**config.mk**
```make
export PLATFORM = sky130hd
export DESIGN_NAME = spi_slave
export DESIGN_NICKNAME = d
export VERILOG_FILES = /design/src/rtl/spi_pkg.sv /design/src/rtl/spi_slave_sync.sv /design/src/rtl/spi_slave.sv
export SDC_FILE = /design/constraint.sdc
export NUM_CORES = 1
export LEC_CHECK = 0
export ABC_AREA = 1
export CELL_PAD_IN_SITES_DETAIL_PLACEMENT = 1
export CELL_PAD_IN_SITES_GLOBAL_PLACEMENT = 1
export CORE_ASPECT_RATIO = 0.75
export CORE_UTILIZATION = 42
export CTS_CLUSTER_DIAMETER = 80
export DETAILED_ROUTE_END_ITERATION = 16
export DONT_BUFFER_PORTS = 1
export MAX_ROUTING_LAYER = met4
export PLACE_DENSITY = 0.78
export SLEW_MARGIN = 20
export SYNTH_ARGS = -nofsm -noshare
export SYNTH_HDL_FRONTEND = slang
export SYNTH_SLANG_ARGS = --single-unit
```
**constraint.sdc**
```tcl
create_clock -name clk -period 2.4 [get_ports clk]
set_input_delay 0.48 -clock clk [delete_from_list [all_inputs] [get_ports clk]]
set_output_delay 0.48 -clock clk [all_outputs]
set_load 0.01 [all_outputs]
```
**src/rtl/spi_pkg.sv**
```systemverilog
// spi_pkg: shared widths, field sizes and enums for the SPI slave.
//   DWIDTH     - maximum data field width
//   AWIDTH     - register address width
//   CTRL_NBITS - WRITE(1) + SIZE(2) + ADDR(AWIDTH)
//   WAIT_NBITS - sample edges between control field and read data
package spi_pkg;

  localparam int unsigned DWIDTH     = 32;
  localparam int unsigned AWIDTH     = 12;
  localparam int unsigned CTRL_NBITS = AWIDTH + 3;
  localparam int unsigned WAIT_NBITS = 2;
  // Wide enough to hold DWIDTH itself.
  localparam int unsigned CNT_W      = 6;

  typedef enum logic [1:0] {
    SZ8     = 2'd0,
    SZ16    = 2'd1,
    SZ32    = 2'd2,
    SZ_RSVD = 2'd3
  } size_e;

  typedef enum logic [2:0] {
    StIdle   = 3'd0,
    StRxCtrl = 3'd1,
    StRxData = 3'd2,
    StWait   = 3'd3,
    StTxData = 3'd4,
    StAccess = 3'd5
  } state_e;

  // Data field length in bits for a legal size code.
  function automatic logic [CNT_W-1:0] size_nbits(input size_e sz);
    unique case (sz)
      SZ8:     return CNT_W'(8);
      SZ16:    return CNT_W'(16);
      default: return CNT_W'(32);
    endcase
  endfunction

endpackage

```
**src/rtl/spi_slave_sync.sv**
```systemverilog
// spi_slave_sync: synchronises sck, ss_n and mosi into clk and derives
// single-clk edge pulses.
//   clk, rst_n       - system clock, async active-low reset
//   i_sck/i_ss_n/i_mosi - raw SPI pins
//   i_cfg_mode       - {CPOL,CPHA}; selects which sck edge is the sample edge
//   o_sample_pulse   - one clk per sample edge
//   o_change_pulse   - one clk per change edge
//   o_ss_fall/o_ss_rise - one clk per synchronised ss_n edge
//   o_mosi_s         - synchronised mosi, aligned with the sck pipeline
// SYNC_STAGES must be >= 2.
module spi_slave_sync #(
  parameter int unsigned SYNC_STAGES = 2
) (
  input  logic       clk,
  input  logic       rst_n,
  input  logic       i_sck,
  input  logic       i_ss_n,
  input  logic       i_mosi,
  input  logic [1:0] i_cfg_mode,
  output logic       o_sample_pulse,
  output logic       o_change_pulse,
  output logic       o_ss_fall,
  output logic       o_ss_rise,
  output logic       o_mosi_s
);

  logic [SYNC_STAGES-1:0] r_sck_sync;
  logic [SYNC_STAGES-1:0] r_ss_sync;
  logic [SYNC_STAGES-1:0] r_mosi_sync;
  logic                   r_sck_prev;
  logic                   r_ss_prev;

  logic w_sck_s;
  logic w_ss_s;
  logic w_sck_rise;
  logic w_sck_fall;
  logic w_rise_samples;

  // ss_n resets to deasserted so leaving reset never looks like a frame start.
  always_ff @(posedge clk or negedge rst_n) begin
    if (!rst_n) begin
      r_sck_sync  <= '0;
      r_ss_sync   <= '1;
      r_mosi_sync <= '0;
      r_sck_prev  <= 1'b0;
      r_ss_prev   <= 1'b1;
    end else begin
      r_sck_sync  <= {r_sck_sync[SYNC_STAGES-2:0], i_sck};
      r_ss_sync   <= {r_ss_sync[SYNC_STAGES-2:0], i_ss_n};
      r_mosi_sync <= {r_mosi_sync[SYNC_STAGES-2:0], i_mosi};
      r_sck_prev  <= r_sck_sync[SYNC_STAGES-1];
      r_ss_prev   <= r_ss_sync[SYNC_STAGES-1];
    end
  end

  assign w_sck_s    = r_sck_sync[SYNC_STAGES-1];
  assign w_ss_s     = r_ss_sync[SYNC_STAGES-1];
  assign w_sck_rise = w_sck_s & ~r_sck_prev;
  assign w_sck_fall = ~w_sck_s & r_sck_prev;

  // Modes 0 and 3 sample on the rising edge, modes 1 and 2 on the falling edge.
  assign w_rise_samples = ~(i_cfg_mode[1] ^ i_cfg_mode[0]);

  assign o_sample_pulse = w_rise_samples ? w_sck_rise : w_sck_fall;
  assign o_change_pulse = w_rise_samples ? w_sck_fall : w_sck_rise;
  assign o_ss_fall      = ~w_ss_s & r_ss_prev;
  assign o_ss_rise      = w_ss_s & ~r_ss_prev;
  assign o_mosi_s       = r_mosi_sync[SYNC_STAGES-1];

endmodule

```
**src/rtl/spi_slave.sv**
```systemverilog
// spi_slave: SPI peripheral that decodes WRITE|SIZE|ADDR|DATA frames (MSB first)
// into single-cycle register-bank accesses.
//   clk, rst_n          - system clock, async active-low reset
//   i_cfg_mode          - {CPOL,CPHA}, static while ss_n is low
//   i_sck/i_ss_n/i_mosi - SPI inputs (oversampled)
//   o_miso, o_miso_oe   - read data and its tri-state enable
//   o_reg_addr/o_reg_size - held from end of control field
//   o_reg_wdata         - write data, left-justified, zero-filled
//   o_reg_we/o_reg_re   - one-clk access strobes
//   i_reg_rdata         - read data, valid one clk after o_reg_re
//   o_busy              - frame in progress
//   o_frame_err         - one-clk pulse on abort or reserved size
// Optional: define SPI_SLAVE_STATS_EN to add saturating o_frame_cnt and
// o_abort_cnt counters.
module spi_slave
  import spi_pkg::*;
#(
  parameter int unsigned SYNC_STAGES = 2
) (
  input  logic              clk,
  input  logic              rst_n,
  input  logic [1:0]        i_cfg_mode,
  input  logic              i_sck,
  input  logic              i_ss_n,
  input  logic              i_mosi,
  output logic              o_miso,
  output logic              o_miso_oe,
  output logic [AWIDTH-1:0] o_reg_addr,
  output logic [DWIDTH-1:0] o_reg_wdata,
  output logic [1:0]        o_reg_size,
  output logic              o_reg_we,
  output logic              o_reg_re,
  input  logic [DWIDTH-1:0] i_reg_rdata,
  output logic              o_busy,
`ifdef SPI_SLAVE_STATS_EN
  output logic [15:0]       o_frame_cnt,
  output logic [15:0]       o_abort_cnt,
`endif
  output logic              o_frame_err
);

  logic w_sample;
  logic w_change;
  logic w_ss_fall;
  logic w_ss_rise;
  logic w_mosi_s;

  spi_slave_sync #(
    .SYNC_STAGES(SYNC_STAGES)
  ) u_sync (
    .clk           (clk),
    .rst_n         (rst_n),
    .i_sck         (i_sck),
    .i_ss_n        (i_ss_n),
    .i_mosi        (i_mosi),
    .i_cfg_mode    (i_cfg_mode),
    .o_sample_pulse(w_sample),
    .o_change_pulse(w_change),
    .o_ss_fall     (w_ss_fall),
    .o_ss_rise     (w_ss_rise),
    .o_mosi_s      (w_mosi_s)
  );

  state_e                r_state, w_state_nxt;
  logic [CNT_W-1:0]      r_cnt, w_cnt_nxt;
  // Control and data shifters omit the top bit; it lives only in the *_full wires.
  logic [CTRL_NBITS-2:0] r_ctrl, w_ctrl_nxt;
  logic [DWIDTH-2:0]     r_data, w_data_nxt;
  logic [DWIDTH-1:0]     r_tx, w_tx_nxt;
  logic [AWIDTH-1:0]     r_addr, w_addr_nxt;
  size_e                 r_size, w_size_nxt;
  logic [DWIDTH-1:0]     r_wdata, w_wdata_nxt;
  logic                  r_we, w_we_nxt;
  logic                  r_re, w_re_nxt;
  logic                  r_err, w_err_nxt;
  logic                  r_oe, w_oe_nxt;
  logic                  r_cap, w_cap_nxt;
  logic                  r_chg_seen, w_chg_seen_nxt;

  logic [CTRL_NBITS-1:0] w_ctrl_full;
  logic [DWIDTH-1:0]     w_data_full;
  logic [CNT_W-1:0]      w_nbits;
  logic                  w_abort;
  size_e                 w_rx_size;

  assign w_ctrl_full = {r_ctrl, w_mosi_s};
  assign w_data_full = {r_data, w_mosi_s};
  assign w_nbits     = size_nbits(r_size);
  assign w_rx_size   = size_e'(w_ctrl_full[AWIDTH+1:AWIDTH]);
  // ss_n rising mid-frame aborts; ACCESS has already committed the write.
  assign w_abort     = w_ss_rise && (r_state != StIdle) && (r_state != StAccess);

  always_ff @(posedge clk or negedge rst_n) begin
    if (!rst_n) begin
      r_state    <= StIdle;
      r_cnt      <= '0;
      r_ctrl     <= '0;
      r_data     <= '0;
      r_tx       <= '0;
      r_addr     <= '0;
      r_size     <= SZ8;
      r_wdata    <= '0;
      r_we       <= 1'b0;
      r_re       <= 1'b0;
      r_err      <= 1'b0;
      r_oe       <= 1'b0;
      r_cap      <= 1'b0;
      r_chg_seen <= 1'b0;
    end else begin
      r_state    <= w_state_nxt;
      r_cnt      <= w_cnt_nxt;
      r_ctrl     <= w_ctrl_nxt;
      r_data     <= w_data_nxt;
      r_tx       <= w_tx_nxt;
      r_addr     <= w_addr_nxt;
      r_size     <= w_size_nxt;
      r_wdata    <= w_wdata_nxt;
      r_we       <= w_we_nxt;
      r_re       <= w_re_nxt;
      r_err      <= w_err_nxt;
      r_oe       <= w_oe_nxt;
      r_cap      <= w_cap_nxt;
      r_chg_seen <= w_chg_seen_nxt;
    end
  end

  always_comb begin
    w_state_nxt    = r_state;
    w_cnt_nxt      = r_cnt;
    w_ctrl_nxt     = r_ctrl;
    w_data_nxt     = r_data;
    w_tx_nxt       = r_tx;
    w_addr_nxt     = r_addr;
    w_size_nxt     = r_size;
    w_wdata_nxt    = r_wdata;
    w_we_nxt       = 1'b0;
    w_re_nxt       = 1'b0;
    w_err_nxt      = 1'b0;
    w_oe_nxt       = r_oe;
    w_chg_seen_nxt = r_chg_seen;
    // Bank returns data the clk after the read strobe; grab it one clk later.
    w_cap_nxt      = r_re;
    if (r_cap) begin
      w_tx_nxt = i_reg_rdata;
    end

    if (w_abort) begin
      w_state_nxt = StIdle;
      w_cnt_nxt   = '0;
      w_err_nxt   = 1'b1;
      w_oe_nxt    = 1'b0;
    end else begin
      unique case (r_state)
        StIdle: begin
          // Only a fresh ss_n fall starts a frame; stray sck edges are ignored.
          if (w_ss_fall) begin
            w_state_nxt = StRxCtrl;
            w_cnt_nxt   = '0;
            w_ctrl_nxt  = '0;
            w_data_nxt  = '0;
          end
        end
        StRxCtrl: begin
          if (w_sample) begin
            w_ctrl_nxt = w_ctrl_full[CTRL_NBITS-2:0];
            w_cnt_nxt  = r_cnt + CNT_W'(1);
            if (r_cnt == CNT_W'(CTRL_NBITS - 1)) begin
              w_cnt_nxt = '0;
              if (w_rx_size == SZ_RSVD) begin
                w_err_nxt   = 1'b1;
                w_state_nxt = StIdle;
              end else begin
                w_addr_nxt = w_ctrl_full[AWIDTH-1:0];
                w_size_nxt = w_rx_size;
                if (w_ctrl_full[CTRL_NBITS-1]) begin
                  w_state_nxt = StRxData;
                end else begin
                  w_state_nxt = StWait;
                  w_re_nxt    = 1'b1;
                end
              end
            end
          end
        end
        StRxData: begin
          if (w_sample) begin
            w_data_nxt = w_data_full[DWIDTH-2:0];
            w_cnt_nxt  = r_cnt + CNT_W'(1);
            if (r_cnt == w_nbits - CNT_W'(1)) begin
              w_cnt_nxt   = '0;
              w_state_nxt = StAccess;
              w_we_nxt    = 1'b1;
              // Left-justify; older bits shift out the top.
              w_wdata_nxt = w_data_full << (CNT_W'(DWIDTH) - w_nbits);
            end
          end
        end
        StWait: begin
          if (w_sample) begin
            w_cnt_nxt = r_cnt + CNT_W'(1);
            if (r_cnt == CNT_W'(WAIT_NBITS - 1)) begin
              w_cnt_nxt      = '0;
              w_state_nxt    = StTxData;
              w_oe_nxt       = 1'b1;
              w_chg_seen_nxt = 1'b0;
            end
          end
        end
        StTxData: begin
          // The first change edge keeps the MSB on the line for the first sample.
          if (w_change) begin
            if (r_chg_seen) begin
              w_tx_nxt = {r_tx[DWIDTH-2:0], 1'b0};
            end
            w_chg_seen_nxt = 1'b1;
          end
          if (w_sample) begin
            w_cnt_nxt = r_cnt + CNT_W'(1);
            if (r_cnt == w_nbits - CNT_W'(1)) begin
              w_cnt_nxt   = '0;
              w_state_nxt = StIdle;
              w_oe_nxt    = 1'b0;
            end
          end
        end
        StAccess: begin
          w_state_nxt = StIdle;
        end
        default: begin
          w_state_nxt = StIdle;
        end
      endcase
    end
  end

  assign o_miso      = r_oe & r_tx[DWIDTH-1];
  assign o_miso_oe   = r_oe;
  assign o_reg_addr  = r_addr;
  assign o_reg_wdata = r_wdata;
  assign o_reg_size  = r_size;
  assign o_reg_we    = r_we;
  assign o_reg_re    = r_re;
  assign o_busy      = (r_state != StIdle);
  assign o_frame_err = r_err;

`ifdef SPI_SLAVE_STATS_EN
  logic [15:0] r_frame_cnt;
  logic [15:0] r_abort_cnt;
  logic        w_rd_done;

  assign w_rd_done = (r_state == StTxData) && (w_state_nxt == StIdle) && !w_err_nxt;

  always_ff @(posedge clk or negedge rst_n) begin
    if (!rst_n) begin
      r_frame_cnt <= '0;
      r_abort_cnt <= '0;
    end else begin
      if ((r_we || w_rd_done) && (r_frame_cnt != 16'hFFFF)) begin
        r_frame_cnt <= r_frame_cnt + 16'd1;
      end
      if (r_err && (r_abort_cnt != 16'hFFFF)) begin
        r_abort_cnt <= r_abort_cnt + 16'd1;
      end
    end
  end

  assign o_frame_cnt = r_frame_cnt;
  assign o_abort_cnt = r_abort_cnt;
`endif

endmodule

```
==> impl_metrics.toml <==
[run_status]
status = "finished, violations left"
violations = "negative hold slack"

[synthesis]
yosys_warnings = 0
synth-main-ff-cell = "dfrtp_1"
synth_common_cells = "nand2_1, dfrtp_1, o21ai_0"
synth-edff-count = 0
synth_top_area_share_pct = 51.37
ys_ff_latch = 146
yosysMostFrequentCell = "nand2_1"
syn-cell-area_mm2 = 0.006965
netlist-cell-type-count = 35
synthTopCellsByArea = "dfrtp_1, nand2_1, o21ai_0"
yosys.area.top_type = "dfrtp_1"
synthArstFlopShare_pct = 100.0
syn_inst = 872
syn_area_per_cell_um2 = 7.988
yosysSeqAreaShare_pct = 52.51
syn-num-nets = 916

[setup_path]
cp_slowest_cell = "nor2_1"
timing.rr.end = "o_reg_wdata[31]"
cp_max_fo = 17
worst_ep_arrival_time_ns = 2.48
rrSetupSlack_ns = 0.26
worstReg2RegStart = "o_reg_size[0]"
worstRegToRegCells = 7
cp.required_ns = 2.74
slowest_delay_ns = 0.53
path_class = "flip-flop to flip-flop"
cp-start-kind = "flip-flop"
cp_common_cell = "inv_1"
endpoint_kind = "flip-flop"
crit_chain = "inv_1 > nand2_1 > ha_1 > inv_1 > nor2_1 > a22oi_1 > o21ai_1"

[cells_and_area]
drive_gt1_share_pct = 8.124
seq_area_mm2 = 0.003657
fillers = 1992
multi_input_area_mm2 = 0.002694
n_antenna_cell = 0
syn_to_final_growth_pct = 11.80
nNetsFinal = 907

[clock_network]
numCtsBuffers = 17
tritoncts = "yes"
clkTransAtPathRegs_ns = 0.06
cts_setup_buffers = 0
clock_sinks = 146
clk_path_buf_depth = 2
cts_root_buf = "clkbuf_16"
cts_max_level = 4
clk_latency_ns = 0.42

[timing]
setup_viol = 0
finalHoldViolations = 143
clock.fmax_mhz = 466.5
skew_ns = 0.01233
period_minus_slack_ns = 2.143
max_slew_margin_pct = 62.05
worst_pin_slew_ns = 0.5672
fin_hold_ws_ns = -0.2412
fin_crit_sh_pct = 89.31
rsz0062_at_grt = "false"
tns_ns = 0
finalMaxSlewViolations = 0

[floorplan]
start_util_pct = 43.22
die_h_um = 113.5
core-area_mm2 = 0.01612
rows = 40
die-area_mm2 = 0.01711
die_x_um = 150.7
io_pins = 91

[global_route]
grt_max_degree = 147
grt_pass1_vias = 5901
grt_use_total_pct = 23.07
antenna_found_initial = 0
gr-total-overflow = 0
grt_pass1_wl_um = 29680

[place]
globalplace.congestion = 0.7875
dp_hpwl_um = 11810
port_buffers = 0

[power]
switching_share_pct = 31.90
internal_power_mw = 4.845
power.leakage_nw = 3.753
switching_power_mw = 2.270
power_density_mw_per_mm2 = 913.6
ir_worst_vdd_mv = 0.4630
p_seq_share_pct = 39.8
p_clk_share_pct = 38.6
p_comb_share_pct = 21.5

[route]
drc_errors = 0
first_pass_iters = 5
vias = 5738
routed_wl_um = 18080
avgRoutedWirePerCell_um = 16.68
vias_per_cell = 5.293
drt_iter0_drc = 324
antenna_left = 0

[worst_hold_path]
hold_class = "primary input to asynchronous set/reset pin"

[run]
maxCapViolCount = 0
==> worst max-delay path, delay by kind of cell (launching register included) <==
family	cells	cell delay (ns)
AND/OR/NAND/NOR	2	0.59
adder cells (fa/ha/maj)	1	0.31
AO/OA/AOI/OAI	2	0.40
flip-flops	1	0.42
buffers and inverters	2	0.33
==> repair_timing <==
| item | in CTS | in global routing |
|---|---|---|
| endpoints found under the hold margin | 146 | 146 |
| gates resized for setup | 0 | 2 |
| endpoints found under the setup margin | 0 | 25 |
==> metal layers <==
layer | up-vias | part of all wire [%] | wire length (um) | track usage [%]
met2 | 103 | 46 | 8391 | 34.90
met4 | 0 | 1.2 | 221 | 7.333
met1 | 2825 | 48 | 8620 | 31.11
li1 | 2792 | - | - | -
met3 | 18 | 4.7 | 850 | 4.720
met5 | - | 0 | 0 | -
==> registers in the layout (all words and copies together) (netlist names), 3 cells and up <==
register,cells
r_data,31
r_cnt,6
o_reg_wdata,32
r_state,3
r_tx,32
r_ctrl,14
o_reg_addr,12
==> through the flow <==
stage	setup WS [ns]	instance area, um^2	util [%]	std cells	total power, mW
2_1_floorplan	0.05430	6965	-	872	3.954
3_3_place_gp	0.2724	7174	44.52	1054	4.334
3_5_place_dp	0.1204	7174	44.52	1054	4.393
4_1_cts	0.07260	7785	48.31	1084	7.193
5_1_grt	0.05893	7787	48.32	1084	7.508
6_report	0.2566	7787	48.32	1084	7.115
==> how the worst max path moves through the flow <==
stage | start | endpoint | slack (ns) | depth (start not counted)
final | o_reg_size[0] | o_reg_wdata[31] | 0.26 | 7
after floorplan | o_reg_size[0] | o_reg_wdata[10] | 0.05 | 14
after CTS | o_reg_size[1] | o_reg_wdata[0] | 0.07 | 11
after detailed placement | o_reg_size[1] | o_reg_wdata[0] | 0.12 | 11
after global routing | o_reg_size[1] | o_reg_wdata[31] | 0.06 | 7
after global placement | o_reg_size[1] | o_reg_wdata[5] | 0.27 | 11
==> cells by family after synthesis <==
| logic type | count (synthesis) | share of synthesized area, % |
|---|---|---|
| adders and majority gates | 5 | 0.8981 |
| and+or+nand+nor | 371 | 22.72 |
| buffers and inverters | 157 | 9.035 |
| DFF | 146 | 52.51 |
| xor gates and xnor gates | 2 | 0.2515 |
| AOI/OAI and AO/OA | 191 | 14.59 |
==> layout by cell type (no fill, tap or decap) <==
master      synthesis  layout
a22oi_1             8       8
clkinvlp_4          0       1
clkinv_1            2       2
a21oi_1            18      18
a21boi_0            1       1
clkinv_2            0       3
nand3_4             1       1
o21ai_1             5       5
buf_4               2      16
xor2_1              2       2
nand4_1             4       4
dfrtp_1           143     143
buf_12              0       1
inv_2               4       3
o211ai_1            2       2
o21ai_0           142     142
inv_1             106     106
dfstp_2             3       3
inv_4               0       1
nand2_1           231     231
clkbuf_8            0       4
nand2_2             3       3
nor3_2              1       1
nor3_4              1       1
nand3_2             0       1
or2_2               1       1
nor2_4              2       2
nor2_1             30      29
clkbuf_16           0      17
bufinv_16           0       3
a31oi_1             9       9
o21ai_2             4       4
o31ai_1             1       1
nor3_1             10      10
ha_1                5       5
clkinv_4            0       2
a21oi_4             0       1
nand3_1            86      85
nor2_2              1       2
==> power by group through the flow <==
stage / clock [mW] / combinational [mW] / sequential, mW
after floorplan: 0 / 1.16 / 2.80
after detailed placement: 0 / 1.51 / 2.88
final: 2.75 / 1.53 / 2.83
after CTS: 2.81 / 1.54 / 2.84
after global placement: 0 / 1.47 / 2.87
after global routing: 2.91 / 1.74 / 2.86
==> layout make-up <==
class	instances	share of cell area, %
sequential	146	46.96
inverter	112	5.431
tap	210	3.374
clock inverter	9	1.671
timing repair buffer	17	1.799
multi-input combinational	569	34.59
clock buffer	21	6.170
Note: power is estimated with default switching activity, not from simulation.
